### src/rtl/weighted_round_robin_arbiter.sv
// weighted_round_robin_arbiter
// Weighted round-robin arbiter: each channel may hold the grant for up to its
// programmed weight in consecutive cycles before priority rotates onward.
// Grant is combinational from the requests and the registered burst state.
// Optional feature: define WEIGHTED_ROUND_ROBIN_ARBITER_LOCK_EN to add the
// `lock` input, which lets the current owner keep the grant indefinitely.
module weighted_round_robin_arbiter #(
    parameter int SIZE         = 4,
    parameter int WEIGHT_WIDTH = 4,
    localparam int INDEX_WIDTH = $clog2(SIZE)
) (
    input  logic                         clock,
    input  logic                         resetn,
    input  logic [SIZE-1:0]              requests,
    input  logic [SIZE*WEIGHT_WIDTH-1:0] weights,
`ifdef WEIGHTED_ROUND_ROBIN_ARBITER_LOCK_EN
    input  logic                         lock,
`endif
    output logic [SIZE-1:0]              grant,
    output logic                         grant_valid,
    output logic [INDEX_WIDTH-1:0]       grant_index
);

    logic [INDEX_WIDTH-1:0]  r_owner;
    logic                    r_ownerValid;
    logic [WEIGHT_WIDTH-1:0] r_count;

    logic [WEIGHT_WIDTH-1:0] w_weightArr [SIZE];
    logic [WEIGHT_WIDTH-1:0] w_ownerWeight;
    logic [WEIGHT_WIDTH-1:0] w_effWeight;
    logic                    w_continue;
    logic                    w_lockHold;
    logic                    w_keepOwner;
    int                      w_start;
    logic                    w_hiFound;
    logic [INDEX_WIDTH-1:0]  w_hiIdx;
    logic [INDEX_WIDTH-1:0]  w_loIdx;
    logic [INDEX_WIDTH-1:0]  w_searchIdx;
    logic [INDEX_WIDTH-1:0]  w_grantIdx;
    logic                    w_grantValid;

    // Unpack the flat weight bus into one weight per channel
    always_comb begin
        for (int i = 0; i < SIZE; i++) begin
            w_weightArr[i] = weights[i*WEIGHT_WIDTH +: WEIGHT_WIDTH];
        end
    end

    // A zero weight still earns one grant per turn, so a channel is never starved
    assign w_ownerWeight = w_weightArr[r_owner];
    assign w_effWeight   = (w_ownerWeight == '0) ? WEIGHT_WIDTH'(1) : w_ownerWeight;
    assign w_continue    = r_ownerValid && requests[r_owner] && (r_count < w_effWeight);

`ifdef WEIGHTED_ROUND_ROBIN_ARBITER_LOCK_EN
    assign w_lockHold = lock && r_ownerValid && requests[r_owner];
`else
    assign w_lockHold = 1'b0;
`endif

    assign w_keepOwner = w_continue || w_lockHold;

    // Round-robin search: the lowest requester at or above the start point wins,
    // otherwise wrap around to the lowest requester overall (which may be the owner)
    always_comb begin
        w_start   = 0;
        w_hiFound = 1'b0;
        w_hiIdx   = '0;
        w_loIdx   = '0;
        if (r_ownerValid && (int'(r_owner) < SIZE - 1)) begin
            w_start = int'(r_owner) + 1;
        end
        for (int i = SIZE - 1; i >= 0; i--) begin
            if (requests[i]) begin
                w_loIdx = INDEX_WIDTH'(i);
                if (i >= w_start) begin
                    w_hiFound = 1'b1;
                    w_hiIdx   = INDEX_WIDTH'(i);
                end
            end
        end
        w_searchIdx = w_hiFound ? w_hiIdx : w_loIdx;
    end

    assign w_grantValid = resetn && (|requests);
    assign w_grantIdx   = w_keepOwner ? r_owner : w_searchIdx;

    // Decode the winner to one-hot; everything is forced low while in reset
    always_comb begin
        for (int i = 0; i < SIZE; i++) begin
            grant[i] = w_grantValid && (w_grantIdx == INDEX_WIDTH'(i));
        end
    end

    assign grant_valid = w_grantValid;
    assign grant_index = w_grantValid ? w_grantIdx : '0;

    // Burst bookkeeping: extend the current burst, hold it under lock, or start a new one
    always_ff @(posedge clock or negedge resetn) begin
        if (!resetn) begin
            r_owner      <= '0;
            r_ownerValid <= 1'b0;
            r_count      <= '0;
        end else if (w_grantValid) begin
            if (w_lockHold) begin
                r_count <= r_count;
            end else if (w_continue) begin
                r_count <= r_count + WEIGHT_WIDTH'(1);
            end else begin
                r_owner      <= w_searchIdx;
                r_ownerValid <= 1'b1;
                r_count      <= WEIGHT_WIDTH'(1);
            end
        end
    end

endmodule
### config.mk
export PLATFORM = sky130hd
export DESIGN_NAME = weighted_round_robin_arbiter
export DESIGN_NICKNAME = d
export VERILOG_FILES = /design/src/rtl/weighted_round_robin_arbiter.sv
export SDC_FILE = /design/constraint.sdc
export NUM_CORES = 1
export LEC_CHECK = 0
export ABC_AREA = 1
export ABC_CLOCK_PERIOD_IN_PS = 2650
export BUFFER_PORTS_ARGS = -buffer_cell sky130_fd_sc_hd__buf_2
export CAP_MARGIN = 20
export CORE_MARGIN = 5
export CORE_UTILIZATION = 48
export DETAILED_ROUTE_END_ITERATION = 10
export PLACE_DENSITY = 0.84
export SLEW_MARGIN = 20
export SYNTH_ARGS = -nofsm -noshare
export SYNTH_HDL_FRONTEND = slang
export SYNTH_SLANG_ARGS = --single-unit
### constraint.sdc
create_clock -name clock -period 2.65 [get_ports clock]
set_clock_uncertainty 0.1 [all_clocks]
set_input_delay 0.53 -clock clock [delete_from_list [all_inputs] [get_ports clock]]
set_output_delay 0.53 -clock clock [all_outputs]
set_load 0.03 [all_outputs]
# Word level (Yosys, flattened, before mapping)
# Index checks and enable logic that the tools add are counted.
# W data, S select, Z words.
[op_classes] n_addsub=2 n_mul=0 div_mod_pow=0 magnitude_cmp=8 n_eq_ne=3 n_shift=0 n_mux=31 bitwise_logic=2 n_reduce_logical=12
[op_table] cell="$ge A3 B32 Y1 const A" n=2
[op_table] cell="$ge A1 B32 Y1 const A" n=1
[op_table] cell="$ge A2 B32 Y1 const A" n=1
[op_table] cell="$mux W2" n=15
[op_table] cell="$mux W4" n=4
[op_table] cell="$mux W1" n=9
[op_table] cell="$bmux W4 S2" n=1
[op_table] cell="$logic_and A1 B1 Y1" n=8
[op_table] cell="$add A4 B1 Y4 const B" n=1
[op_table] cell="$eq A2 B2 Y1 const B" n=2
[op_table] cell="$logic_not A4 Y1" n=1
[op_table] cell="$lt A4 B4 Y1" n=1
[op_table] cell="$reduce_or A4 Y1" n=1
[op_table] cell="$add A2 B1 Y3 const B" n=1
[op_table] cell="$ge A3 B3 Y1 const B" n=1
[op_table] cell="$lt A2 B3 Y1 const B" n=1
[op_table] cell="$mux W3" n=1
[op_table] cell="$not A2 Y3" n=1
[op_table] cell="$bmux W1 S2" n=1
[op_table] cell="$eq A2 B1 Y1 const B" n=1
[op_table] cell="$logic_not A2 Y1" n=1
[op_table] cell="$lt A2 B2 Y1 const B" n=1
[op_table] cell="$reduce_and A2 Y1" n=1
[op_table] cell="$not A1 Y1" n=1
[word_totals] regBits=7 latchBits=0 ramBits=0 romBits=0 input_bits=22 output_inout_bits=7 elab_cells=61 n_memories=0

# Longest topological paths before layout
[logic_depth] word_depth=16 depth_mapped=15 depth_no_buf=14

# Least setup slack after synthesis
# OpenSTA, ideal clock, no wires.
[synth_timing] path_type="register -> output" startpoint="register r_owner[0]" endpoint="output grant[2]" arrival_time_ns=2.166 required_time_ns=2.020 slack_ns=-0.146 path_stages_with_launch=12 n_path_buf=1 cell_sequence="dfrtp_1 > buf_4 > nand2_1 > nand3_1 > nand2_1 > ha_1 > a211o_1 > nor3_4 > nand2_4 > nand2_2 > nand3_2 > nor2_1"
[synth_via] elab_chain_cells=16 word_cells_on_any_way=39
[synth_rtl] element="start: declaration" line="24" rtl="logic [INDEX_WIDTH-1:0] r_owner;"
[synth_rtl] element="start signal: assignment" line="109" rtl="r_owner <= w_searchIdx;"
[synth_rtl] element="$lt A2 B2 Y1" line="69" rtl="if (r_ownerValid && (int'(r_owner) < SIZE - 1)) begin"
[synth_rtl] element="$logic_and A1 B1 Y1" line="69"
[synth_rtl] element="$mux W3" line="69"
[synth_rtl] element="$ge A3 B32 Y1" line="75" rtl="if (i >= w_start) begin"
[synth_rtl] element="$mux W2 / $mux W1 (equally long branches)" line="75"
[synth_rtl] element="$mux W2 / $mux W1 (equally long branches)" line="73" rtl="if (requests[i]) begin"
[synth_rtl] element="$mux W2 / $mux W1 (equally long branches)" line="75"
[synth_rtl] element="$mux W2 / $mux W1 (equally long branches)" line="73"
[synth_rtl] element="$mux W2 / $mux W1 (equally long branches)" line="75"
[synth_rtl] element="$mux W2 / $mux W1 (equally long branches)" line="73"
[synth_rtl] element="$mux W2 / $mux W1 (equally long branches)" line="75"
[synth_rtl] element="$mux W2 / $mux W1 (equally long branches)" line="73"
[synth_rtl] element="$mux W2" line="81" rtl="w_searchIdx = w_hiFound ? w_hiIdx : w_loIdx;"
[synth_rtl] element="$mux W2 (*)"
[synth_rtl] element="$eq A2 B2 Y1 (*)" line="90" rtl="grant[i] = w_grantValid && (w_grantIdx == INDEX_WIDTH'(i));"
[synth_rtl] element="$logic_and A1 B1 Y1 (*)" line="90"
[synth_rtl] element="end: declaration" line="19" rtl="output logic [SIZE-1:0] grant,"
# Mark *: on every way between the ends. The rest lies on a longest branch, timed or not. The select of a mux whose other input is x is not followed.

# Final worst setup path
[layout_timing] startpoint="register r_owner[1]" endpoint="output grant[0]"
[layout_via] elab_chain_cells=16 word_cells_on_any_way=39
[layout_rtl] element="$lt A2 B2 Y1" line="69"
[layout_rtl] element="$logic_and A1 B1 Y1" line="69"
[layout_rtl] element="$mux W3" line="69"
[layout_rtl] element="$ge A3 B32 Y1" line="75"
[layout_rtl] element="$mux W2 / $mux W1 (equally long branches)" line="75"
[layout_rtl] element="$mux W2 / $mux W1 (equally long branches)" line="73"
[layout_rtl] element="$mux W2 / $mux W1 (equally long branches)" line="75"
[layout_rtl] element="$mux W2 / $mux W1 (equally long branches)" line="73"
[layout_rtl] element="$mux W2 / $mux W1 (equally long branches)" line="75"
[layout_rtl] element="$mux W2 / $mux W1 (equally long branches)" line="73"
[layout_rtl] element="$mux W2 / $mux W1 (equally long branches)" line="75"
[layout_rtl] element="$mux W2 / $mux W1 (equally long branches)" line="73"
[layout_rtl] element="$mux W2" line="81"
[layout_rtl] element="$mux W2 (*)"
[layout_rtl] element="$logic_not A2 Y1 (*)" line="90"
[layout_rtl] element="$logic_and A1 B1 Y1 (*)" line="90"
# Marked as above.

==> out/results.txt <==
post-DR wirelength/cell = 15.4 microns
filler-free cell count of the finished design = 191
number of antenna violations at the first check in global routing = 0
Relative slew margins = 0.768
Initial Utilization = 0.515
shortest period the worst path allows = 3.03 ns
clock-pin transition on the worst setup and hold timing paths = 0.05 ns
Critical Path Source = r_owner[1]
Crit Reg-Reg Endpoint = r_count[0]
leak pwr = 0.710 nW
NetSw = 1.11 mW
final period utilization = 1.14
vias post-DR = 1063
source of the worst register-to-register timing path = r_owner[1]
net count after synthesis = 156
switching part of the total power = 0.536
CTS tree = yes
sequential area share after synthesis = 0.221
critical path startpoint category = flop
routed vias/inst = 5.57
Overall Power = 2.06 mW
fraction of layout instances using a drive strength above 1 = 0.486
Worst setup endpoint = grant[0]
Port Buf Inserts = 28
post-route DRC violation count = 0
reg-to-reg slack, setup = 0.21 ns
Post-Place Cells = 179
cell area after synthesis = 793 sq um
latest clock arrival within the worst-skew pair = 0.25 ns
Initial DRC Count = 32
# nets final = 203
die boundary height = 50.7 microns
number of distinct library cell variants in the gate-level netlist after synthesis = 23
Longest Clk Path Bufs = 2
Die Area = 0.00257 sq mm
portion of total power attributed to the clock network = 0.047
overall routing resource usage = 0.189
Detailed Place HPWL = 1700 microns
number of inserted filler cells in the final layout = 100
type of the most critical hold path = primary input to async pin
violations in the final reports = setup timing
weighted congestion at the end of routability-driven global placement = 0.819
largest net degree at the start of global routing = 10
unrepaired setup endpoints after global routing = true
vias in the first global route = 936
required time reported for the critical path endpoint = 2.02 ns
final count of negative-setup-slack endpoints = 6
number of clock sinks seen by CTS = 7
final hold violations = 0
relative area change from synthesis to final layout = 60.7%
crit path DAT = 2.40 ns
kind of end point of the critical path = output pin
Post-Route Setup TNS = -2.05 ns
slack of the critical path = -0.382 ns
Worst Setup Path Type = flop to output pin
power per cell area = 1620 mW/mm^2
number of standard cells after synthesis = 129
maximum fanout encountered on the critical timing path = 5
slew at the pin closest to its max-slew limit = 0.346 ns
# H-tree levels = 1
number of buffers inserted during clock tree synthesis = 3
number of top-level pins = 29
count of antenna diodes in the layout = 0
relative contribution of sequential cells to total power = 0.103
FF+latch count, synth = 7
peak clock frequency supported by timing = 330 MHz
core region area = 0.00154 sq mm
Rows = 14
Die W = 50.7 microns
max-cap check violation count = 0
leftover overflow at the end of global routing = 0
antenna viol nets, final = 0
Synth Area per Inst = 6.15 sq um
synthesis warning total = 0
status = complete, but fails checks
wire length after detailed routing = 2940 microns
worst-case reg-to-reg path depth = 12
worst vdd ir = 1.43 mV
first-pass iteration count of the detailed router = 4
total internal power = 0.957 mW
clock root cell = sky130_fd_sc_hd__clkbuf_4
wire length of the first global-routing pass = 3840 microns
max-slew violation count = 0
share of total power in combinational logic = 0.850
hold-fix buffers at CTS = 0
-- area by class of cell --
type                    instances  area (sq um)  share of cell area
repair buffers                 45           317               0.248
well taps                      16          20.0              0.0157
flip-flops and latches          7           176               0.138
inverters                      15          58.8              0.0461
multi-input cells             104           677               0.531
clock buffers                   4          26.3              0.0206
-- per-layer routing --
layer / routed length (microns) / GRT usage / vias up / share of wire
li1: - / - / 506 / -
met1: 1020 / 0.216 / 481 / 0.35
met2: 1600 / 0.345 / 61 / 0.54
met3: 223 / 0.0444 / 15 / 0.076
met4: 102 / 0.0511 / 0 / 0.035
met5: 0 / 0 / - / 0
-- cell usage after synthesis, drive strengths merged --
| master | instances | area (sq um) |
|---|---|---|
| o21ai | 5 | 25.0 |
| a211o | 1 | 8.76 |
| nand2 | 57 | 241 |
| xor2 | 2 | 17.5 |
| nand4 | 1 | 6.26 |
| nand3 | 17 | 95.1 |
| clkinv | 1 | 3.75 |
| dfrtp | 7 | 175 |
| a21oi | 2 | 10.0 |
| nor3 | 3 | 26.3 |
| inv | 14 | 52.6 |
| buf | 3 | 23.8 |
| nand3b | 1 | 7.51 |
| nor2 | 10 | 37.5 |
| ha | 5 | 62.6 |
-- registers in the layout (all words and copies together) (netlist names) --
register	cells
r_owner	2
r_ownerValid	1
r_count	4
-- critical path: stages, from the launching register on --
cell,delay (ns)
sky130_fd_sc_hd__dfrtp_1,0.46
sky130_fd_sc_hd__inv_2,0.12
sky130_fd_sc_hd__nand3_2,0.09
sky130_fd_sc_hd__nand2_2,0.10
sky130_fd_sc_hd__ha_4,0.21
sky130_fd_sc_hd__a211o_1,0.32
sky130_fd_sc_hd__nor3_4,0.22
sky130_fd_sc_hd__nand2_4,0.13
sky130_fd_sc_hd__nand2_1,0.12
sky130_fd_sc_hd__nand2_2,0.11
sky130_fd_sc_hd__nor2_2,0.13
sky130_fd_sc_hd__buf_6,0.14
-- through the flow --
stage               utilization  cell area, sq um  setup slack (ns)  hold slack, ns
floorplan                     -               803           -0.0291           0.134
global placement          0.653              1010            -0.130           0.271
detailed placement        0.653              1010            -0.201           0.278
CTS                       0.752              1160            -0.325         0.00957
global route              0.827              1270            -0.508          0.0105
finish                    0.827              1270            -0.382         0.00750
-- kinds of logic (layout without fill, tap and decap cells) --
family	count (synthesis)	in the layout	synth area share
flops	7	7	0.221
compound gates	8	8	0.0552
fa+ha+maj	5	5	0.0789
buf+inv	18	64	0.101
simple gates	89	89	0.522
xor+xnor	2	2	0.0221
-- worst min-delay path by stage --
stage,slack (ns),end,cells past startpoint,startpoint
after floorplan,0.13,r_count[0],0,resetn
after global placement,0.27,r_count[0],1,resetn
after detailed placement,0.28,r_count[2],1,resetn
after CTS,0.01,r_count[2],1,resetn
after global routing,0.01,r_count[2],1,resetn
final,0.007,r_count[2],1,resetn
-- power groups by stage --
stage	Combinational (mW)	Sequential, mW	Clock, mW
final	1.75	0.212	0.0972
after global routing	1.91	0.215	0.104
after floorplan	0.867	0.177	0
after CTS	1.41	0.196	0.0994
after detailed placement	1.15	0.197	0
after global placement	1.11	0.196	0
-- placed cells by master (no fill, tap or decap) --
| cell | instances |
|---|---|
| sky130_fd_sc_hd__dfrtp_2 | 1 |
| sky130_fd_sc_hd__inv_4 | 1 |
| sky130_fd_sc_hd__ha_2 | 1 |
| sky130_fd_sc_hd__nand4_1 | 1 |
| sky130_fd_sc_hd__nand2_2 | 9 |
| sky130_fd_sc_hd__o21ai_0 | 1 |
| sky130_fd_sc_hd__nand3_1 | 10 |
| sky130_fd_sc_hd__buf_2 | 22 |
| sky130_fd_sc_hd__ha_1 | 2 |
| sky130_fd_sc_hd__nand2_1 | 44 |
| sky130_fd_sc_hd__nor3_4 | 2 |
| sky130_fd_sc_hd__nand2_4 | 4 |
| sky130_fd_sc_hd__a21oi_1 | 2 |
| sky130_fd_sc_hd__ha_4 | 2 |
| sky130_fd_sc_hd__clkbuf_4 | 3 |
| sky130_fd_sc_hd__dfrtp_1 | 6 |
| sky130_fd_sc_hd__o21ai_2 | 2 |
| sky130_fd_sc_hd__nor3_1 | 1 |
| sky130_fd_sc_hd__nand3_4 | 3 |
| sky130_fd_sc_hd__clkbuf_1 | 1 |
| sky130_fd_sc_hd__nor2_4 | 2 |
| sky130_fd_sc_hd__inv_1 | 9 |
| sky130_fd_sc_hd__a211o_1 | 1 |
| sky130_fd_sc_hd__nand3_2 | 4 |
| sky130_fd_sc_hd__nand3b_1 | 1 |
| sky130_fd_sc_hd__clkinv_1 | 1 |
| sky130_fd_sc_hd__o21ai_1 | 2 |
| sky130_fd_sc_hd__nor2_2 | 2 |
| sky130_fd_sc_hd__buf_6 | 9 |
| sky130_fd_sc_hd__inv_2 | 4 |
| sky130_fd_sc_hd__buf_4 | 14 |
| sky130_fd_sc_hd__xor2_1 | 2 |
| sky130_fd_sc_hd__nor2_1 | 6 |
-- timing repair --
item                                    in CTS  in global routing
endpoints found under the setup margin       6                  6
pin swaps                                   11                  9
setup buffers                                7                  2
gates resized for setup                     24                 24
endpoints found under the hold margin        0                  0
Note: power is estimated with default switching activity, not from simulation.
